==> src/rtl/isp_morph_pkg.sv <==
// isp_morph_pkg: mode encoding, pipeline latency and neutral-tap helper shared by the morphology stage
package isp_morph_pkg;
  localparam logic [1:0] MODE_BYPASS = 2'd0;
  localparam logic [1:0] MODE_ERODE  = 2'd1;
  localparam logic [1:0] MODE_DILATE = 2'd2;
  localparam int LAT = 2;
  function automatic logic neutral(input logic [1:0] mode);
    return mode == MODE_ERODE;
  endfunction
endpackage

==> src/rtl/isp_1bit_line_buf.sv <==
// isp_1bit_line_buf: one image line of 1-bit pixels, combinational read and write at the same address
module isp_1bit_line_buf #(
  parameter int IMG_WIDTH = 640,
  localparam int AW = $clog2(IMG_WIDTH + 1)
) (
  input  logic          clk,
  input  logic          we,
  input  logic [AW-1:0] addr,
  input  logic          din,
  output logic          dout
);
  logic mem [2**AW];
  always_ff @(posedge clk)
    if (we) mem[addr] <= din;
  assign dout = mem[addr];
endmodule

==> src/rtl/isp_1bit_morph.sv <==
// isp_1bit_morph: KSIZE x KSIZE binary erode/dilate/bypass on a framed 1-bit stream, fixed 2-clk latency
module isp_1bit_morph
  import isp_morph_pkg::*;
#(
  parameter int IMG_WIDTH = 640,
  parameter int KSIZE = 3
) (
  input  logic        sys_clk,
  input  logic        sys_rst,
  input  logic [1:0]  cfg_mode,
  input  logic        wr_en,
  input  logic        img_1bit_in,
  input  logic        pre_href,
  input  logic        pre_vsync,
  output logic        morph_href,
  output logic        morph_vsync,
  output logic        morph_wr_en,
  output logic        img_1bit_out,
  output logic [15:0] morph_rgb565,
  output logic        line_ovf
);
  localparam int AW = $clog2(IMG_WIDTH + 1);
  localparam int RW = $clog2(KSIZE);
  localparam logic [AW-1:0] W_MAX = AW'(IMG_WIDTH);
  localparam logic [RW-1:0] R_MAX = RW'(KSIZE - 1);
  if (KSIZE != 3 && KSIZE != 5) begin : g_bad_ksize
    $error("isp_1bit_morph: KSIZE must be 3 or 5");
  end
  logic [LAT-1:0] href_sr, vsync_sr, wr_sr;
  logic [1:0] mode_q;
  logic [AW-1:0] col_cnt;
  logic [RW-1:0] row_cnt;
  logic [KSIZE-2:0] sr [KSIZE];
  logic [KSIZE-1:0] row_px, cur, win, red_c, red;
  logic href_fall, vsync_rise, at_max, wr_ok, neu, byp;
  assign href_fall = href_sr[0] & ~pre_href;
  assign vsync_rise = pre_vsync & ~vsync_sr[0];
  assign at_max = col_cnt == W_MAX;
  assign wr_ok = wr_en & ~at_max;
  assign row_px[0] = img_1bit_in;
  // each buffer feeds the next, so buffer i holds the line i+1 rows above
  for (genvar i = 0; i < KSIZE - 1; i++) begin : g_lb
    isp_1bit_line_buf #(.IMG_WIDTH(IMG_WIDTH)) u_lb (
      .clk (sys_clk),
      .we  (wr_ok),
      .addr(col_cnt),
      .din (row_px[i]),
      .dout(row_px[i+1])
    );
  end
  // overflow pixels have no stored column above them, so upper rows see the neutral value
  always_comb begin
    neu = neutral(mode_q);
    cur = '0;
    win = '0;
    red_c = '0;
    for (int k = 0; k < KSIZE; k++) begin
      cur[k] = (k > 0 && at_max) ? neu : row_px[k];
      win = {sr[k], cur[k]};
      for (int j = 0; j < KSIZE; j++)
        win[j] = (j > int'(col_cnt) || k > int'(row_cnt)) ? neu : win[j];
      red_c[k] = (mode_q == MODE_ERODE) ? &win : |win;
    end
  end
  always_ff @(posedge sys_clk or posedge sys_rst)
    if (sys_rst) begin
      href_sr <= '0;
      vsync_sr <= '0;
      wr_sr <= '0;
      mode_q <= MODE_BYPASS;
      col_cnt <= '0;
      row_cnt <= '0;
      line_ovf <= 1'b0;
      for (int k = 0; k < KSIZE; k++) sr[k] <= '0;
      red <= '0;
      byp <= 1'b0;
      img_1bit_out <= 1'b0;
    end else begin
      href_sr <= {href_sr[LAT-2:0], pre_href};
      vsync_sr <= {vsync_sr[LAT-2:0], pre_vsync};
      wr_sr <= {wr_sr[LAT-2:0], wr_en};
      if (vsync_rise) mode_q <= cfg_mode;
      col_cnt <= href_fall ? '0 : col_cnt + AW'(wr_ok);
      row_cnt <= vsync_rise ? '0 : row_cnt + RW'(href_fall && row_cnt != R_MAX);
      line_ovf <= !vsync_rise && (line_ovf || (wr_en && at_max));
      if (wr_en)
        for (int k = 0; k < KSIZE; k++) sr[k] <= {sr[k][KSIZE-3:0], cur[k]};
      red <= red_c;
      byp <= img_1bit_in;
      img_1bit_out <= wr_sr[0] && (mode_q == MODE_ERODE ? &red : mode_q == MODE_DILATE ? |red : byp);
    end
  assign morph_href = href_sr[LAT-1];
  assign morph_vsync = vsync_sr[LAT-1];
  assign morph_wr_en = wr_sr[LAT-1];
  assign morph_rgb565 = {16{img_1bit_out}};
endmodule
==> config.mk <==
export PLATFORM = sky130hd
export DESIGN_NAME = isp_1bit_morph
export DESIGN_NICKNAME = d
export VERILOG_FILES = /design/src/rtl/isp_morph_pkg.sv /design/src/rtl/isp_1bit_line_buf.sv /design/src/rtl/isp_1bit_morph.sv
export SDC_FILE = /design/constraint.sdc
export NUM_CORES = 2
export LEC_CHECK = 0
export ABC_AREA = 1
export CAP_MARGIN = 0
export CORE_MARGIN = 8
export CORE_UTILIZATION = 30
export DETAILED_ROUTE_END_ITERATION = 10
export GPL_ROUTABILITY_DRIVEN = 1
export GPL_TIMING_DRIVEN = 1
export PLACE_DENSITY = 0.5
export REMOVE_ABC_BUFFERS = 1
export SYNTH_ARGS = -nofsm -noshare
export SYNTH_HDL_FRONTEND = slang
export SYNTH_SLANG_ARGS = --single-unit
export TNS_END_PERCENT = 10
==> constraint.sdc <==
create_clock -name sys_clk -period 24 [get_ports sys_clk]
set_clock_uncertainty 0.2 [all_clocks]
set_input_delay 7.2 -clock sys_clk [delete_from_list [all_inputs] [get_ports sys_clk]]
set_output_delay 7.2 -clock sys_clk [all_outputs]
set_load 0.02 [all_outputs]
== Word level (Yosys, flattened, before mapping) ==
Memories as Yosys holds them, arrays and structs flattened.
Index checks and enable logic that the tools add are counted.

* Input port bits: 8
* Output and inout port bits: 21
* Bits in registers: 32
* Bits in writable memories: 2048
* Memories: 2

* Reductions and logical operators: 18
* Bitwise operators: 6
* Order comparisons: 4
* $add $sub $neg: 2
* Mux-type cells: 19
* Equal/unequal tests: 4

{| class="wikitable"
|+ Memory list
! memory !! words !! bits a word !! rd ports !! clocked after Yosys merged registers in !! wr ports !! line !! source
|-
| g_lb[0].u_lb.mem || 1024 || 1 || 1 || 0 || 1 || isp_1bit_line_buf.sv:12 || <nowiki>logic mem [2**AW];</nowiki>
|-
| g_lb[1].u_lb.mem || 1024 || 1 || 1 || 0 || 1 || isp_1bit_line_buf.sv:12 ||
|}

{| class="wikitable"
|+ Operators with widths
! operator !! count
|-
| 1-bit 2-to-1 mux || 17
|-
| 3-bit AND reduction || 4
|-
| 3-bit OR reduction || 4
|-
| 10-bit by 1-bit adder with 10-bit output || 1
|-
| 10-bit equality test, second input constant || 1
|-
| 1-bit by 10-bit greater-than comparator with 1-bit output, first input constant || 1
|-
| 2-bit by 10-bit greater-than comparator with 1-bit output, first input constant || 1
|-
| 10-bit 2-to-1 mux || 1
|-
| 1-bit logical OR || 5
|-
| 1-bit logical AND || 4
|-
| 1-bit AND || 3
|-
| 1-bit inverter || 3
|-
| 2-bit by 1-bit adder with 2-bit output || 1
|-
| 2-bit by 1-bit equality test with 1-bit output, second input constant || 1
|-
| 2-bit equality test, second input constant || 1
|-
| 1-bit by 2-bit greater-than comparator with 1-bit output, first input constant || 1
|-
| 2-bit greater-than comparator, first input constant || 1
|-
| 2-bit 2-to-1 mux || 1
|-
| 2-bit inequality test, second input constant || 1
|-
| 1-bit logical NOT || 1
|}

== Longest topological paths before layout ==
* Word-level depth: 5
* Mapped depth: 24

== Hierarchy ==
Synthesis repeated with hierarchy kept, for this count alone.

* Cells, all modules: 9973
* Area, all modules: 94224.1 µm²

{| class="wikitable"
|+ Modules (own cells, without submodules)
! module !! cells an instance !! seq. area each (µm²) !! area an instance (µm²) !! instances
|-
| isp_1bit_line_buf || 4881 || 30749.5 || 46279.4 || 2
|-
| isp_1bit_morph || 211 || 800.8 || 1665.3 || 1
|}

== Least setup slack after synthesis ==
OpenSTA, ideal clock, no wires.

* Path type: reg2reg
* Start point: reg col_cnt[0]
* End point: mem g_lb[1].u_lb.mem[0] (data pin)
* Data arrival time: 13625 ps
* Setup slack: 7467 ps
* Cell stages (with the launch flop): 17
* Data required time: 21092 ps
* Cell sequence: dfrtp_1 > buf_4 > nor2_4 > buf_4 > clkbuf_1 > nand2_1 > nand4_1 > nand2_1 > nand2_1 > nor2_1 > nand2_1 > nand2_1 > nand2_1 > o21ai_1 > nand2_1 > nor2_1 > nand2_1

* Longest elaborated chain between the ends: 1

{| class="wikitable"
|+ RTL lines
! item !! line !! source
|-
| from (decl) || isp_1bit_morph.sv:31 || <nowiki>logic [AW-1:0] col_cnt;</nowiki>
|-
| from (signal assigned) || isp_1bit_morph.sv:83 || <nowiki>col_cnt <= href_fall ? '0 : col_cnt + AW'(wr_ok);</nowiki>
|-
| memory 1024 x 1 bit || -- ||
|-
| named net g_lb[0].u_lb.dout || isp_1bit_line_buf.sv:10 || <nowiki>output logic dout</nowiki>
|-
| to (decl) || isp_1bit_line_buf.sv:12 ||
|}

The timed path passes the listed nets, and every way through them passes these cells.

== Worst setup path in the final report ==
* Start point: in img_1bit_in
* End point: mem g_lb[0].u_lb.mem[883] (data pin)

{| class="wikitable"
|+ RTL lines
! item !! line !! source
|-
| from (decl) || isp_1bit_morph.sv:12 || <nowiki>input logic img_1bit_in,</nowiki>
|-
| to (decl) || isp_1bit_line_buf.sv:12 ||
|}

No word-level cell before the write port.

==> impl_metrics.json <==
{
  "ioPinCount": 29,
  "grtUsageTotal_pct": 17.3,
  "crit_path_max_incr_delay_ps": 850,
  "floorplan.die.width_um": 552,
  "finalHoldViolations": 0,
  "clk_pin_slew_ps": 50,
  "ys_ff_latch": 2080,
  "pre_cts_ws_ps": 13320,
  "min_period_over_period_pct": 40.8,
  "cts_tree": "built",
  "final_nets": 7658,
  "start_kind": "primary input",
  "crit_slowest_cell": "buf_4",
  "cp_max_fo": 92,
  "dp_hpwl_mm": 138,
  "first_global_vias": 57899,
  "htree_levels": 4,
  "cap_violations": 0,
  "dp_cells": 11185,
  "setup_viol": 0,
  "place.gp.congestion": 0.778,
  "areaGrowthSynthToFinish_pct": 12.5,
  "synthCells": 7777,
  "rows": 196,
  "yosys_warnings": 0,
  "ys_types": 33,
  "cts_setup_buffers": 0,
  "drc": 0,
  "cts_root_buffer": "clkbuf_16",
  "antenna_left": 0,
  "status": "finished clean",
  "vias": 57638,
  "antenna_found_initial": 8,
  "crit_required_ps": 24330,
  "dr.pass1.iters": 5,
  "grt_max_degree": 245,
  "max-slew-margin-rel_pct": 14.5,
  "synth.top_cell.area_share_pct": 71.4,
  "viasPerCell": 4.97,
  "critical_path.top_delay_family": "buffers and inverters",
  "power_density_mw_per_mm2": 102,
  "coreArea_sq_mm": 0.285,
  "worstPathArrival_ps": 10120,
  "drv_slew": 0,
  "initial_core_util_pct": 30.2,
  "clockBufferDepth": 3,
  "period_needed_ps": 9790,
  "cts.sinks": 2080,
  "drive_gt1_share_pct": 6.60,
  "hold_path.class": "flip-flop to flip-flop",
  "wl_per_cell_um": 23.2,
  "vdd_drop_max_v": 0.000133,
  "yosys-top-cells-area": "edfxtp_1 (71%), nand2_1 (14%), nor2_1 (5.1%), nand4_1 (1.9%), buf_2 (1.9%)",
  "fin_total_pwr_mw": 9.88,
  "cp_num_buf_inv": 4,
  "fill_cells": 28556,
  "rsz0062_at_grt": "no",
  "leakage_nw": 33.6,
  "worst_slack_ps": 14210,
  "cpMostUsedCell": "buf_4",
  "worstSetupPathType": "primary input to flip-flop",
  "max_freq_ghz": 0.102,
  "drt_iter0_drc": 5584,
  "cp_cell_sequence": "buf_8 > buf_4 > buf_4 > buf_4",
  "clk_latency_ps": 860,
  "seq_area_frac_synth_pct": 72.4,
  "critPathCaptureType": "flip-flop",
  "cts_buffers": 222,
  "tightest_slew_ps": 1280,
  "setup_tns_ps": 0,
  "overflow": 0,
  "synth_top_cell_by_area": "edfxtp_1",
  "die_y_um": 552,
  "ctsResizeCount": 0,
  "synthesis.area_sq_mm": 0.0861,
  "layout.cells.non_filler": 11599,
  "dieArea_sq_mm": 0.304,
  "grt_pass1_wl_mm": 391,
  "port-buffer-count": 28,
  "syn_avg_cell_area_sq_um": 11.1,
  "routed_wl_mm": 269,
  "postCtsHoldBufs": 0
}
worst paths after layout:
kind | from | endpoint | slack, ps | cells past startpoint
worst max-delay path | img_1bit_in | g_lb[0].u_lb.mem[883] | 14210 | 4
worst min-delay path | wr_sr[0] | wr_sr[1] | 170 | 0
worst max register to register | col_cnt[1] | g_lb[1].u_lb.mem[891] | 15990 | 20
worst min register to register | wr_sr[0] | wr_sr[1] | 170 | 0
max in group asynchronous | sys_rst | col_cnt[1] | 16670 | 3
min in group asynchronous | sys_rst | vsync_sr[1] | 6560 | 3
Yosys cell counts:
cell type and instances:
nand2_1 3242, edfxtp_1 2048, nor2_1 1176, buf_2 322, nand4_1 262, a22oi_1 188, clkbuf_1 136, nand3_1 75
inv_1 60, buf_4 43, a21oi_1 42, dfrtp_1 32, o21ai_1 29, inv_2 28, o21ai_0 28, nand2_2 10
nor3_1 9, buf_1 8, buf_6 7, a31oi_1 4, nor2_2 4, nor2_4 4, nor3_4 4, ha_1 3
nor3b_1 2, nor4_1 2, o21a_1 2, o22ai_1 2, clkinv_1 1, conb_1 1, inv_4 1, nand3b_1 1
or2_2 1
state kept, by name, summed over array words and instances, names as in the netlist:
register / count
wr_sr: 2
row_cnt: 2
img_1bit_out: 1
line_ovf: 1
col_cnt: 10
href_sr: 2
byp: 1
red: 3
mode_q: 2
vsync_sr: 2
sr: 6
g_lb.u_lb.mem: 2048
cell type report:
class	count	area (sq um)	area share, %
Clock buffer	269	5800	5.99
Tap cell	3762	4710	4.86
Clock inverter	142	1170	1.21
Antenna cell	3	7.51	0.00775
Inverter	90	358	0.370
Multi-Input combinational cell	5092	21100	21.8
Sequential cell	2080	62300	64.4
Timing Repair Buffer	161	1370	1.42
report_power, final:
part | internal, mW | switching (mW) | leakage [nW]
registers | 4.37 | 0.0243 | 18.9
logic | 0.452 | 1.72 | 11.3
clock network | 1.88 | 1.43 | 3.41
total | 6.70 | 3.17 | 33.6
metal layers:
layer	vias to the layer above	wire [um]	global-route usage, %
met1	29224	116000	23.4
li1	26075	-	-
met4	0	8350	5.08
met5	-	0	0
met2	1927	127000	28.7
met3	412	18200	2.76
worst reg2reg max path: cells and delay by family (launching register included):
family	cells	cell delay [ps]
buffers and inverters	7	4660
DFF	1	660
and+or+nand+nor	12	2060
AOI/OAI and AO/OA	1	70
cells by family (layout without fill, tap and decap cells):
group	Yosys count	in the layout	share of synthesized area (%)
DFF	2080	2080	72.4
buffers and inverters	606	662	3.36
and+or+nand+nor	4792	4792	21.9
other	1	5	0.00436
AOI/OAI and AO/OA	295	295	2.28
adders and majority gates	3	3	0.0436
cells in the final DEF (no fill, tap or decap), types with 7 or more instances in the layout:
cell             instances
nand2_1               3223
edfxtp_1              2048
nor2_1                1173
nand4_1                262
clkbuf_16              225
a22oi_1                188
buf_4                  126
nand3_1                 75
clkinv_1                61
inv_1                   60
clkinv_2                45
clkbuf_1                44
a21oi_1                 42
dfrtp_1                 30
o21ai_1                 29
o21ai_0                 28
clkdlybuf4s50_1         27
inv_2                   26
nand2_4                 26
bufinv_16               16
nor3_1                   9
nor2_4                   8
buf_12                   7
stage by stage:
stage               area [sq um]  hold slack (ps)  utilization (%)
floorplan                  83500              148                -
global placement           89800              156             31.5
detailed placement         89800              162             31.5
CTS                        96800              175             33.9
global route               96800              179             33.9
finish                     96800              172             33.9
No activity file was read; power rests on OpenSTA's default activity.
